<file path="config.mk">
export PLATFORM = sky130hd
export DESIGN_NAME = fourbit_div
export DESIGN_NICKNAME = d
export VERILOG_FILES = /design/src/rtl/fourbit_div_pkg.sv /design/src/rtl/div_step.sv /design/src/rtl/full_adder.sv /design/src/rtl/fourbit_div.sv
export SDC_FILE = /design/constraint.sdc
export NUM_CORES = 1
export LEC_CHECK = 0
export BUFFER_PORTS_ARGS = -buffer_cell sky130_fd_sc_hd__buf_2
export CORE_MARGIN = 2
export CORE_UTILIZATION = 48
export DETAILED_ROUTE_END_ITERATION = 8
export PLACE_DENSITY_LB_ADDON = 0.12
export SYNTH_ARGS = -nofsm -noshare
export SYNTH_HDL_FRONTEND = slang
export SYNTH_HIERARCHICAL = 1
export SYNTH_SLANG_ARGS = --single-unit
</file>
<file path="constraint.sdc">
create_clock -name clk -period 3.2 [get_ports clk]
set_input_delay 0.64 -clock clk [delete_from_list [all_inputs] [get_ports clk]]
set_output_delay 0.64 -clock clk [all_outputs]
set_load 0.02 [all_outputs]
</file>
<file path="src/rtl/fourbit_div_pkg.sv">
// Shared definitions for the fourbit_div sequential restoring divider.
//   W_DEFAULT : default operand width in bits.
//   state_t   : divider controller states (IDLE, RUN, DONE).
package fourbit_div_pkg;

    localparam int W_DEFAULT = 4;

    typedef enum logic [1:0] {
        IDLE = 2'd0,
        RUN  = 2'd1,
        DONE = 2'd2
    } state_t;

endpackage

</file>
<file path="src/rtl/div_step.sv">
// One combinational restoring-division stage.
//   partial  : shifted partial remainder with the next dividend bit appended
//   divisor  : latched divisor
//   rem_next : partial - divisor when that does not borrow, otherwise partial
//   q_bit    : quotient bit (1 when the subtraction did not borrow)
module div_step
    import fourbit_div_pkg::*;
#(
    parameter int W = W_DEFAULT
) (
    input  logic [W-1:0] partial,
    input  logic [W-1:0] divisor,
    output logic [W-1:0] rem_next,
    output logic         q_bit
);

    logic [W:0]   a_ext;
    logic [W:0]   b_inv;
    logic [W:0]   diff;
    logic [W+1:0] carry;

    // partial - divisor as partial + ~divisor + 1, one bit wider than the
    // operands so the sign of the result shows a borrow.
    assign a_ext    = {1'b0, partial};
    assign b_inv    = ~{1'b0, divisor};
    assign carry[0] = 1'b1;

    for (genvar i = 0; i <= W; i++) begin : g_sub
        FullAdder u_fa (
            .a   (a_ext[i]),
            .b   (b_inv[i]),
            .cin (carry[i]),
            .sum (diff[i]),
            .cout(carry[i+1])
        );
    end

    // With zero-extended operands the carry-out is set exactly when the sign
    // bit is clear; both say "no borrow".
    assign q_bit    = carry[W+1] & ~diff[W];
    assign rem_next = q_bit ? diff[W-1:0] : partial;

endmodule

</file>
<file path="src/rtl/full_adder.sv">
// One-bit full adder cell, the building block of the ripple subtractor.
//   a, b, cin : addend bits and carry in
//   sum, cout : sum bit and carry out
module FullAdder (
    input  logic a,
    input  logic b,
    input  logic cin,
    output logic sum,
    output logic cout
);

    assign sum  = a ^ b ^ cin;
    assign cout = (a & b) | (cin & (a ^ b));

endmodule

</file>
<file path="src/rtl/fourbit_div.sv">
// Sequential restoring divider, one quotient bit per clock.
//   clk, rst           : clock, synchronous active-high reset
//   start              : request pulse, accepted in IDLE or DONE
//   dividend, divisor  : unsigned operands captured on an accepted start
//   busy               : high while iterating
//   done               : one-cycle pulse when results are valid
//   quotient/remainder : held results of the last completed division
//   div_by_zero        : last accepted divisor was zero
module fourbit_div
    import fourbit_div_pkg::*;
#(
    parameter int W = W_DEFAULT
) (
    input  logic         clk,
    input  logic         rst,
    input  logic         start,
    input  logic [W-1:0] dividend,
    input  logic [W-1:0] divisor,
    output logic         busy,
    output logic         done,
    output logic [W-1:0] quotient,
    output logic [W-1:0] remainder,
    output logic         div_by_zero
);

    localparam int               CNT_W = (W > 1) ? $clog2(W) : 1;
    localparam logic [CNT_W-1:0] LAST  = CNT_W'(W - 1);

    state_t           state;
    logic [CNT_W-1:0] count;
    // Partial remainder never needs its MSB before a shift, so only W-1
    // bits are kept; the final full-width remainder comes from the stage.
    logic [W-2:0]     rem_r;
    logic [W-1:0]     q_r;
    logic [W-1:0]     dvsr_r;
    logic [W-1:0]     step_rem;
    logic             step_q;
    logic [W-1:0]     q_shift;
    logic             accept;

    assign accept  = start && (state != RUN);
    assign q_shift = {q_r[W-2:0], step_q};
    assign busy    = (state == RUN);
    assign done    = (state == DONE);

    div_step #(.W(W)) u_step (
        .partial (({rem_r, q_r[W-1]})),
        .divisor (dvsr_r),
        .rem_next(step_rem),
        .q_bit   (step_q)
    );

    // Control and result registers.
    always_ff @(posedge clk) begin
        if (rst) begin
            state       <= IDLE;
            count       <= '0;
            quotient    <= '0;
            remainder   <= '0;
            div_by_zero <= 1'b0;
        end else begin
            case (state)
                IDLE, DONE: begin
                    state <= IDLE;
                    if (start) begin
                        if (divisor != '0) begin
                            state       <= RUN;
                            count       <= '0;
                            div_by_zero <= 1'b0;
                        end else begin
                            // Divide by zero skips the iteration entirely.
                            state       <= DONE;
                            quotient    <= '1;
                            remainder   <= dividend;
                            div_by_zero <= 1'b1;
                        end
                    end
                end
                RUN: begin
                    count <= count + CNT_W'(1);
                    if (count == LAST) begin
                        quotient  <= q_shift;
                        remainder <= step_rem;
                        state     <= DONE;
                    end
                end
                default: state <= IDLE;
            endcase
        end
    end

    // Iteration datapath: shift register {rem, q} and latched divisor.
    always_ff @(posedge clk) begin
        if (accept && (divisor != '0)) begin
            rem_r  <= '0;
            q_r    <= dividend;
            dvsr_r <= divisor;
        end else if (state == RUN) begin
            rem_r <= step_rem[W-2:0];
            q_r   <= q_shift;
        end
    end

endmodule

</file>
* After elaboration in Yosys (flattened, before gate mapping)
Index checks and enable logic that the tools add are counted.
Cells by class: add/subtract/negate cells 1, bitwise operators 24, eq/ne operators 8, reductions and logical operators 10, multiplexer cells 19
Operators with widths (count):
- 4-bit two-way mux | 9
- 4-bit case mux with 2 select lines | 2
- 2-bit two-way mux | 5
- 1-bit bitwise AND | 9
- 2-bit case mux with 2 select lines | 2
- 1-bit XOR | 8
- 2-bit != test, second input constant | 3
- 4-bit NOT with 5-bit output | 1
- 2-bit == test, second input constant | 2
- 2-bit by 1-bit != test with 1-bit output, second input constant | 2
- 1-bit OR | 4
- 4-bit AND reduction | 1
- 2-bit nonzero test | 2
- 4-bit nonzero test | 1
- 3-bit AND reduction | 1
- 2-bit by 1-bit adder with 2-bit output, second input constant | 1
- 2-bit by 1-bit == test with 1-bit output, second input constant | 1
- 1-bit logical AND | 2
- 2-bit logical NOT | 1
- 1-bit NOT | 2
- 2-bit AND reduction | 1
- 2-bit OR reduction | 1
- 1-bit two-way mux | 1
Word-level totals: flip-flop bits (word level) 24, logic and storage cells 70, input bits 11, output and inout port bits 11

* Depth between registers and ports, before layout
Gate-level depths: netlist of run 1.
depth after elaboration 15, mapped depth 10, gate-level depth less buffers 10

* Cells and area by module
The synthesis of run 1 kept the hierarchy.
By module, submodules not included:
- fourbit_div | area each 985.9 sq um, seq. area each 560.5 sq um, instances 1, cells an instance 91
- FullAdder | area each 20.0 sq um, seq. area each 0.0 sq um, instances 5, cells an instance 1
- div_step | area each 100.1 sq um, seq. area each 0.0 sq um, instances 1, cells an instance 12

* Worst setup path before layout of run 1
OpenSTA, ideal clock, no wires.
path type register to register, start point register q_r[3], end point register remainder[0], setup slack 14 ps, buffers on the path 0, library setup time 135 ps, clock period less this slack 3186 ps, stages on the path, launching flop included 10, required time 3065 ps, arrival 3051 ps, cell sequence edfxtp_1 fa_1 fa_1 fa_1 fa_1 fa_1 nand2b_4 mux2_4 nand2_1 a311oi_1
On the way: cells in the longest elaborated chain, start to end 14, elaborated cells between the ends (all ways) 17, classes of those cells mux (3); bitwise (14)
Ends and longest elaborated chain:
- start, declared | line fourbit_div.sv:34 | logic [W-1:0] q_r;
- start signal, assigned | line fourbit_div.sv:96 | q_r <= dividend;
- start signal, assigned | line fourbit_div.sv:100 | q_r <= q_shift;
- 1-bit bitwise AND / 1-bit XOR (equally long branches) | line full_adder.sv:13 | assign cout = (a & b) | (cin & (a ^ b));
- 1-bit OR * | line full_adder.sv:13
- via u_step.carry[1] | line div_step.sv:20 | logic [W+1:0] carry;
- 1-bit bitwise AND * | line full_adder.sv:13
- 1-bit OR * | line full_adder.sv:13
- via u_step.carry[2] | line div_step.sv:20
- 1-bit bitwise AND * | line full_adder.sv:13
- 1-bit OR * | line full_adder.sv:13
- via u_step.carry[3] | line div_step.sv:20
- [2 not listed]
- via u_step.carry[4] | line div_step.sv:20
- 1-bit XOR * | line full_adder.sv:12 | assign sum = a ^ b ^ cin;
- via u_step.diff[4] | line div_step.sv:19 | logic [W:0] diff;
- 1-bit NOT * | line div_step.sv:40 | assign q_bit = carry[W+1] & ~diff[W];
- 1-bit bitwise AND * | line div_step.sv:40
- 4-bit two-way mux * | line div_step.sv:41 | assign rem_next = q_bit ? diff[W-1:0] : partial;
- via step_rem[0] | line fourbit_div.sv:36 | logic [W-1:0] step_rem;
- 4-bit two-way mux * | line fourbit_div.sv:81 | if (count == LAST) begin
- 4-bit case mux with 2 select lines * | line fourbit_div.sv:62 | case (state)
- end signal, assigned | line fourbit_div.sv:74 | remainder <= dividend;
- end signal, assigned | line fourbit_div.sv:83 | remainder <= step_rem;
- end, declared | line fourbit_div.sv:22 | output logic [W-1:0] remainder,
Mark *: on every way through the listed nets, which the timed path passes. The rest lies on a longest branch. The select of a mux whose other input is x is not followed. A chain may end at the register's enable or synchronous reset.

* Worst setup path after layout of run 1
Same ends and word-level chain as after synthesis.

==> qor.yml, run 1 <==
drt-initial-drc-count: 9
ctsHoldBuffers: 0
cts_buffers: 3
setup.worst_path.end_class: "register"
cts_tree: "yes"
syn2layout_area_growth_pct: 12.76
instances_no_fill: 162
crit_fanout: 5
synth_warnings: 6
drive_above_1_share: 0.3333
seq_area_frac_synth: 0.4726
n_fill_cell: 220
grt_pass1_wl_mm: 3.229
routed_wl_mm: 2.020
worst_ep_required_time_ns: 3.40
rows: 18
core_um2: 2410
die_x_um: 53.71
synth-seq-cells: 24
slew_viol_final: 0
dpl.hpwl_mm: 1.538
critPathBufInv: 0
ir_drop_mv: 0.2466
gp_congestion: 0.7534
final_common_cell: "buf_2"
startpoint_type: "register"
ys_types: 29
fin_tns_setup_ns: 0
hp-class: "reg2reg"
crit_chain: "fa_2 -> fa_2 -> fa_2 -> fa_2 -> fa_1 -> nand2b_4 -> mux2_4 -> nand2_1 -> a311oi_1"
path_class: "reg2reg"
start_util: 0.4922
slowest_stage: "fa_1"
clock_latency_ns: 0.31
final-hold-violation-count: 0
portBuffers: 21
final_cell_mix: "buf_2, nand2_1, dfxtp_1"
syn_area_per_cell_um2: 10.98
antenna_cells: 0
wl_per_cell_um: 12.47
cp.arrival_ns: 3.26
cpPeakStageDelay_ns: 0.48
cts_num_sinks: 24
ctsLongestPathBuffers: 2
die_height_um: 53.71
power.total_mw: 0.6635
grt_usage: 0.1582
fmax_mhz: 326.4
status: "finished clean"
vias_per_cell: 4.852
detail-route-antenna-nets: 0
p_leak_nw: 0.6038
drcViolationCount: 0
layout_min_cycle_time_ns: 3.064
finalNetCount: 150
vias: 786
die-area_um2: 2885
cp_top_family: "adder cells"
setup_viol: 0
ios: 22
dp_cells: 156
cts_htree_levels: 1
power.density_nw_per_um2: 496.1
crit_top_cell: "fa_2"
drtPass1Iterations: 4
utilization: 0.5550
synth_area_um2: 1186
fin_crit_sh: 0.9574
rsz0062_at_grt: "false"
timing.hold.ws_ns: 0.4945
grt_max_degree: 18
grt_pass1_vias: 730
maxCapViolations: 0
grt_overflow: 0
cts.reportedPaths.clkPinSlew_ns: 0.13
clock-root-buffer: "clkbuf_4"
skew_ns: 0.005965
antenna_found_initial: 0
netlist_instances: 108
==> where the power goes <==
group | switching (mW) | internal (mW)
Combinational | 0.0834 | 0.0813
Sequential | 0.0191 | 0.347
Clock | 0.0871 | 0.0455
==> layout make-up <==
class                      count  area [um^2]  area share
clock buffer                   3        22.52     0.01684
inverter                       8        30.03     0.02245
clock inverter                 1        3.754    0.002806
tap                           30        37.54     0.02806
sequential                    24        560.5      0.4191
timing repair buffer          24        127.6     0.09542
multi-input combinational     72        555.5      0.4153
==> worst register-to-register path, stage by stage (launching register included) <==
cell      delay, ns
edfxtp_1       0.44
fa_2           0.36
fa_2           0.35
fa_2           0.35
fa_2           0.34
fa_1           0.48
nand2b_4       0.16
mux2_4         0.30
nand2_1        0.07
a311oi_1       0.10
==> Yosys cell counts <==
master    instances  area [um^2]
o2bb2a_4          1        20.02
buf_1             1        3.750
fa_1              5        100.1
buf_8             1        15.01
conb_1            2        7.510
clkbuf_1          1        3.750
a21oi_1           4        20.02
ha_1              1        12.51
nand3_1           2        10.01
mux2_4            4        60.06
buf_6             1        11.26
dfxtp_1          16        320.3
buf_12            1        20.02
mux2_2            4        45.04
clkinv_1          1        3.750
nor2_1           12        45.04
inv_1             7        26.28
or4_4             1        11.26
a211oi_2          1        12.51
nand2_1          16        60.06
and3_1            1        6.260
edfxtp_1          8        240.2
nor2_2            1        6.260
and3b_1           1        8.760
a211oi_1          4        30.03
nor2b_1           3        18.77
a311oi_1          4        35.03
nand2b_4          1        13.76
nand2b_1          3        18.77
==> metal layers <==
layer,vias up,track usage,wire length (um)
met5,-,0,0
met4,0,0.07692,12
met3,2,0.02500,77
met2,15,0.2500,914
met1,358,0.2102,1016
li1,411,-,-
==> timing repair <==
| action | CTS | global route |
|---|---|---|
| pin swaps | 0 | 1 |
| setup endpoints to repair | 9 | 8 |
| gates resized for setup | 3 | 1 |
| buffers inserted | 1 | 1 |
==> final timing paths <==
check                           startpoint  cells after the start            to  slack (ns)
worst max-delay path                q_r[3]                      9  remainder[0]        0.14
worst min-delay path              count[0]                      2      count[0]        0.49
worst max register to register      q_r[3]                      9  remainder[0]        0.14
worst min register to register    count[0]                      2      count[0]        0.49
==> state kept, by name, indices dropped and copies added (netlist names) <==
signal,count
count,2
div_by_zero,1
dvsr_r,4
q_r,4
quotient,4
rem_r,3
remainder,4
state,2
==> logic make-up after synthesis <==
family / count (synthesis) / share of synthesized area
flip-flops: 24 / 0.4726
multiplexers: 8 / 0.08861
adder cells (fa/ha/maj): 6 / 0.09494
AND/OR/NAND/NOR: 41 / 0.1677
AO/OA/AOI/OAI: 14 / 0.09915
buffers and inverters: 13 / 0.07067
other: 2 / 0.006331
==> through the flow <==
stage	area, um^2	setup slack, ns
after floorplan	1190	0.01402
after global placement	1286	-0.03504
after detailed placement	1286	-0.09662
after CTS	1328	0.03585
after global routing	1338	0.02788
final	1338	0.1364
No activity file was read; power rests on OpenSTA's default activity.
==> run 2: changes to the inputs <==
Settings changed: CORE_ASPECT_RATIO from default to 1.75, CORE_UTILIZATION 48 to 51, CTS_BUF_LIST from default to sky130_fd_sc_hd__clkbuf_8.
==> run 2 against run 1 <==
Against the previous run: core utilization grew 4.3 points; final area grew 0.37%; maximum frequency fell by 0.95%; final cell count shrank 3.7%; routed wire length is 2.6% higher; critical endpoint is now remainder[1]; largest power group unchanged; highest routed layer unchanged.
==> qor.yml, run 2 (synthesized netlist as in run 1, its figures left out) <==
final_cell_mix: "buf_2, nand2_1, dfxtp_1"  # unchanged
routed_wl_mm: 2.072  # was 2.020 mm
hold_start: "count[0]"  # unchanged
critPathBufInv: 0  # unchanged
power.density_nw_per_um2: 525.6  # was 496.1 nW/um^2
timing.hold.ws_ns: 0.4907  # was 0.4945 ns
setup_viol: 0  # unchanged
grt_pass1_vias: 778  # was 730
power.total_mw: 0.7057  # was 0.6635 mW
start_util: 0.5284  # was 0.4922
maxCapViolations: 0  # unchanged
final_common_cell: "buf_2"  # unchanged
fmax_mhz: 323.3  # was 326.4 MHz
dpl.hpwl_mm: 1.597  # was 1.538 mm
cpPeakStageDelay_ns: 0.49  # was 0.48 ns
cts.reportedPaths.clkPinSlew_ns: 0.08  # was 0.13 ns
grt_usage: 0.1812  # was 0.1582
setup.worst_path.end_class: "register"  # unchanged
instances_no_fill: 156  # was 162
syn2layout_area_growth_pct: 13.19  # was 12.76%
n_fill_cell: 187  # was 220
path_class: "reg2reg"  # unchanged
fin_area_um2: 1343  # was 1338 um^2
cts_num_sinks: 24  # unchanged
drt-initial-drc-count: 26  # was 9
clock-root-buffer: "clkbuf_8"  # was clkbuf_4
crit_fanout: 5  # unchanged
clock_latency_ns: 0.26  # was 0.31 ns
drtPass1Iterations: 4  # unchanged
ios: 22  # unchanged
core_um2: 2245  # was 2410 um^2
wl_per_cell_um: 13.28  # was 12.47 um
die-area_um2: 2743  # was 2885 um^2
grt_max_degree: 18  # unchanged
timing.rr.end: "remainder[1]"  # was remainder[0]
die_height_um: 67.80  # was 53.71 um
finalNetCount: 149  # was 150
drive_above_1_share: 0.3282  # was 0.3333
portBuffers: 21  # unchanged
cts_tree: "yes"  # unchanged
vias: 811  # was 786
antenna_found_initial: 0  # unchanged
slew_viol_final: 0  # unchanged
die_x_um: 40.46  # was 53.71 um
crit_chain: "fa_2 -> fa_2 -> fa_2 -> fa_2 -> fa_1 -> nand2b_4 -> mux2_4 -> nand2_1 -> a311oi_1"  # unchanged
cts_buffers: 3  # unchanged
place_area_um2: 1280  # was 1286 um^2
hp-class: "reg2reg"  # unchanged
ctsHoldBuffers: 0  # unchanged
grt_overflow: 0  # unchanged
ff2ff_path_depth: 9  # unchanged
hold_end: "count[0]"  # unchanged
startpoint_type: "register"  # unchanged
r2r-start: "q_r[3]"  # unchanged
rows: 23  # was 18
utilization: 0.5981  # was 0.5550
cts_htree_levels: 1  # unchanged
drcViolationCount: 0  # unchanged
p_leak_nw: 0.6105  # was 0.6038 nW
crit_top_cell: "fa_2"  # unchanged
skew_ns: 0.005230  # was 0.005965 ns
dp_cells: 151  # was 156
worst_ep_required_time_ns: 3.33  # was 3.40 ns
rrSetupSlack_ns: 0.11  # was 0.14 ns
rsz0062_at_grt: "false"  # unchanged
grt_pass1_wl_mm: 3.305  # was 3.229 mm
fin_crit_sh: 0.9666  # was 0.9574
hold_depth: 2  # unchanged
gp_congestion: 0.8108  # was 0.7534
detail-route-antenna-nets: 0  # unchanged
slowest_stage: "fa_1"  # unchanged
status: "finished clean"  # unchanged
antenna_cells: 0  # unchanged
layout_min_cycle_time_ns: 3.093  # was 3.064 ns
final-hold-violation-count: 0  # unchanged
vias_per_cell: 5.199  # was 4.852
cp.arrival_ns: 3.23  # was 3.26 ns
ir_drop_mv: 0.3722  # was 0.2466 mV
ctsLongestPathBuffers: 2  # unchanged
cp_top_family: "adder cells"  # unchanged
-- run 2: cell types whose count changed in the layout (fill, tap and decap cells not counted) --
| cell | change |
|---|---|
| buf_4 | -1 |
| clkbuf_4 | -3 |
| clkbuf_8 | +3 |
| clkinv_1 | -1 |
| inv_1 | +1 |
-- run 2: per-layer routing --
layer  track usage  routed length [um]
met5             0                   0
met4        0.1000                  48
met3       0.01974                  94
met2        0.3075                1117
met1        0.2073                 812
-- run 2: worst register-to-register path, cell delays in order, from the launching register on --
cell and delay [ns]:
edfxtp_1 0.41, fa_2 0.37, fa_2 0.35, fa_2 0.35, fa_2 0.34, fa_1 0.49
nand2b_4 0.17, mux2_4 0.31, nand2_1 0.08, a311oi_1 0.09
-- run 2: how the worst max path moves through the flow --
stage | end | from | cells past startpoint | slack (ns)
CTS | remainder[1] | q_r[3] | 9 | 0.01
detailed placement | remainder[0] | q_r[3] | 9 | -0.11
global route | remainder[1] | q_r[3] | 9 | 0.03
floorplan | remainder[0] | q_r[3] | 9 | 0.01
global placement | remainder[0] | q_r[3] | 9 | -0.03
finish | remainder[1] | q_r[3] | 9 | 0.11
-- run 2: what timing repair did --
action | in CTS | in global routing
setup buffers | 1 | 0
gates resized for setup | 3 | 1
setup endpoints to repair | 9 | 8
pin swaps | 0 | 1
-- run 2: final cells by class --
type	instances	area, um^2	area share
Sequential cell	24	560.5	0.4175
Inverter	8	30.03	0.02237
Timing Repair Buffer	23	120.1	0.08947
Tap cell	25	31.28	0.02330
Clock inverter	1	3.754	0.002796
Multi-Input combinational cell	72	555.5	0.4138
Clock buffer	3	41.29	0.03075
-- run 2: metrics by stage --
stage	TNS (ns)	setup WS, ns
floorplan	0	0.01402
global route	0	0.03212
finish	0	0.1070
detailed placement	-0.6408	-0.1090
global placement	-0.08204	-0.02588
CTS	0	0.01378
-- run 2: power by group --
group	switching (mW)	internal [mW]
clock	0.0864	0.0855
combinational	0.0854	0.0817
sequential	0.0196	0.347
==> run 3: changes to the inputs <==
Settings changed: ABC_AREA from default to 1.
==> run 3 against run 2 <==
Against the previous run: critical path depth grew 3; worst setup slack gained 0.078 ns; first-iteration DRC count shrank 46%; count of clock-buffer cells in the layout is the same; routed wire length grew 18%; sequential cell count is the same; area after synthesis grew 6.3%; maximum frequency grew 2.6%; final area grew 8.8%; sequential power is essentially flat; sequential share of layout area shrank 3.4 points; via count grew 23%.
==> qor.yml, run 3 <==
cts_tree: "yes"  # unchanged
slowest_stage: "fa_1"  # unchanged
ys_types: 22  # was 29
synth_largest_area_cell: "dfxtp_1"  # unchanged
cts_buffers: 3  # unchanged
drt-initial-drc-count: 14  # was 26
cp.arrival_ns: 3.16  # was 3.23 ns
synth_area_leaders: "dfxtp_1, edfxtp_1, nand2_1, fa_1, inv_1"  # was dfxtp_1, edfxtp_1, fa_1, mux2_4, nand2_1
final_common_cell: "nand2_1"  # was buf_2
drcViolationCount: 0  # unchanged
crit_chain: "fa_2 -> fa_2 -> fa_2 -> fa_2 -> fa_1 -> inv_2 -> nand2_4 -> buf_4 -> inv_1 -> nand3b_1 -> nand2_1 -> a21oi_1"  # was fa_2 -> fa_2 -> fa_2 -> fa_2 -> fa_1 -> nand2b_4 -> mux2_4 -> nand2_1 -> a311oi_1
maxCapViolations: 0  # unchanged
final-hold-violation-count: 0  # unchanged
multiInputGateArea_um2: 569.3  # was 555.5 um^2
fmax_mhz: 331.7  # was 323.3 MHz
wl_per_cell_um: 11.89  # was 13.28 um
hp-class: "reg2reg"  # unchanged
utilization: 0.6264  # was 0.5981
rows: 23  # unchanged
grt_usage: 0.1900  # was 0.1812
skew_ns: 0.006485  # was 0.005230 ns
portBuffers: 21  # unchanged
die-area_um2: 2902  # was 2743 um^2
grt_overflow: 0  # unchanged
synthTopCellsByCount: "nand2_1, inv_1, dfxtp_1, nor2_1, edfxtp_1"  # was dfxtp_1, nand2_1, nor2_1
rsz0062_at_grt: "false"  # unchanged
vias_per_cell: 4.849  # was 5.199
timing.hold.ws_ns: 0.4476  # was 0.4907 ns
grt_pass1_wl_mm: 4.395  # was 3.305 mm
path_class: "reg2reg"  # unchanged
critPathBufInv: 3  # was 0
die_x_um: 41.59  # was 40.46 um
layout_min_cycle_time_ns: 3.015  # was 3.093 ns
fin_area_um2: 1460  # was 1343 um^2
p_leak_nw: 0.7711  # was 0.6105 nW
ios: 22  # unchanged
cpPeakStageDelay_ns: 0.50  # was 0.49 ns
antenna_found_initial: 0  # unchanged
antenna_cells: 0  # unchanged
drtPass1Iterations: 4  # unchanged
final_cell_mix: "nand2_1, inv_1, buf_2"  # was buf_2, nand2_1, dfxtp_1
dpl.hpwl_mm: 1.910  # was 1.597 mm
synth_warnings: 6  # unchanged
place_area_um2: 1359  # was 1280 um^2
slew_viol_final: 0  # unchanged
cts_htree_levels: 1  # unchanged
vias: 994  # was 811
worst_ep_required_time_ns: 3.35  # was 3.33 ns
seq_area_um2: 560.5  # unchanged
cts.reportedPaths.clkPinSlew_ns: 0.08  # about the same
core_um2: 2331  # was 2245 um^2
netlist_instances: 155  # was 108
yosysTopAreaCellShare: 0.2540  # was 0.2700
die_height_um: 69.79  # was 67.80 um
seq_area_frac_synth: 0.4444  # was 0.4726
ctsHoldBuffers: 0  # unchanged
synth_edf_count: 8  # unchanged
routed_wl_mm: 2.437  # was 2.072 mm
start_util: 0.5411  # was 0.5284
clock_latency_ns: 0.26  # about the same
synth_top_flop_cell: "dfxtp_1"  # unchanged
detail-route-antenna-nets: 0  # unchanged
syn2layout_area_growth_pct: 15.77  # was 13.19%
setup.worst_path.end_class: "register"  # unchanged
power.density_nw_per_um2: 544.1  # was 525.6 nW/um^2
cts_num_sinks: 24  # unchanged
synth.most_common_cell: "nand2_1"
crit_top_cell: "fa_2"  # unchanged
synth-seq-cells: 24  # unchanged
startpoint_type: "register"  # unchanged
setup_viol: 0  # unchanged
fin_crit_sh: 0.9422  # was 0.9666
grt_max_degree: 16  # was 18
ys_async_sr_fraction: 0  # unchanged
synth_area_um2: 1261  # was 1186 um^2
clock-root-buffer: "clkbuf_8"  # unchanged
ir_drop_mv: 0.3467  # was 0.3722 mV
grt_pass1_vias: 1064  # was 778
ctsLongestPathBuffers: 2  # unchanged
drive_above_1_share: 0.2444  # was 0.3282
crit_fanout: 5  # unchanged
gp_congestion: 0.8244  # was 0.8108
finalNetCount: 198  # was 149
cp_top_family: "adder cells"  # unchanged
syn_area_per_cell_um2: 8.137  # was 10.98 um^2
status: "finished clean"  # unchanged
n_fill_cell: 211  # was 187
-- run 3: changes by cell type after synthesis, sizes merged, moves of 2 or more --
| cell | previous run | this run |
|---|---|---|
| a211oi | 5 | 0 |
| a21oi | 4 | 6 |
| a311oi | 4 | 0 |
| inv | 7 | 27 |
| mux2 | 8 | 0 |
| nand2 | 16 | 49 |
| nand2b | 4 | 0 |
| nand3 | 2 | 8 |
| nand3b | 0 | 3 |
| nor2 | 13 | 17 |
| nor2b | 3 | 0 |
| o21ai | 0 | 9 |
-- run 3: kinds of logic (layout without fill, tap and decap cells) --
family / after synthesis / after routing / share of synthesized area
adders and majority gates: 6 / 6 / 0.08929
other: 2 / 3 / 0.005955
buffers and inverters: 31 / 55 / 0.1190
AOI/OAI and AO/OA: 15 / 15 / 0.07142
and+or+nand+nor: 77 / 77 / 0.2698
DFF: 24 / 24 / 0.4444
-- run 3: worst paths after layout --
path                             startpoint          end  slack (ns)  cells past startpoint
worst min-delay path            quotient[2]  quotient[2]        0.45                      2
worst max register to register       q_r[3]  quotient[0]        0.19                     12
worst min register to register  quotient[2]  quotient[2]        0.45                      2
worst max-delay path                 q_r[3]  quotient[0]        0.19                     12
-- run 3: routing by layer --
metal / vias up / track usage / share of wire
met3: 8 / 0.02604 / 0.027
met2: 17 / 0.3333 / 0.53
met5: - / 0 / 0
met1: 454 / 0.2101 / 0.41
li1: 515 / - / -
met4: 0 / 0.1111 / 0.029
-- run 3: area by class of cell --
type / count / share of cell area
sequential: 24 / 0.3839
timing repair buffer: 23 / 0.08226
clock buffer: 3 / 0.02828
inverter: 28 / 0.07369
multi-input combinational: 101 / 0.3899
clock inverter: 1 / 0.02057
tap: 25 / 0.02142
-- run 3: power by group --
| part | switching, mW | internal [mW] | total [mW] |
|---|---|---|---|
| sequential | 0.0176 | 0.346 | 0.364 |
| combinational | 0.107 | 0.0650 | 0.172 |
| clock | 0.0914 | 0.167 | 0.259 |
-- run 3: stage by stage --
| step | instances | setup TNS [ns] | total power [mW] | setup slack [ns] |
|---|---|---|---|---|
| 6_report | 205 | 0 | 0.7944 | 0.1851 |
| 5_1_grt | 205 | 0 | 0.8402 | 0.01121 |
| 3_5_place_dp | 199 | -0.2667 | 0.5300 | -0.08654 |
| 3_3_place_gp | 199 | 0 | 0.5235 | 0.01779 |
| 2_1_floorplan | 156 | 0 | 0.4919 | 0.1669 |
| 4_1_cts | 203 | 0 | 0.7921 | 0.006351 |
-- run 3: timing repair --
action	4_1_cts	5_1_grt
buffers inserted	0	2
resized for setup	2	4
pin swaps	0	2
setup endpoints to repair	7	9
-- run 3: worst min-delay path, stage by stage, from the launching register on --
cell	delay, ns
dfxtp_1	0.31
inv_1	0.04
a21oi_1	0.05
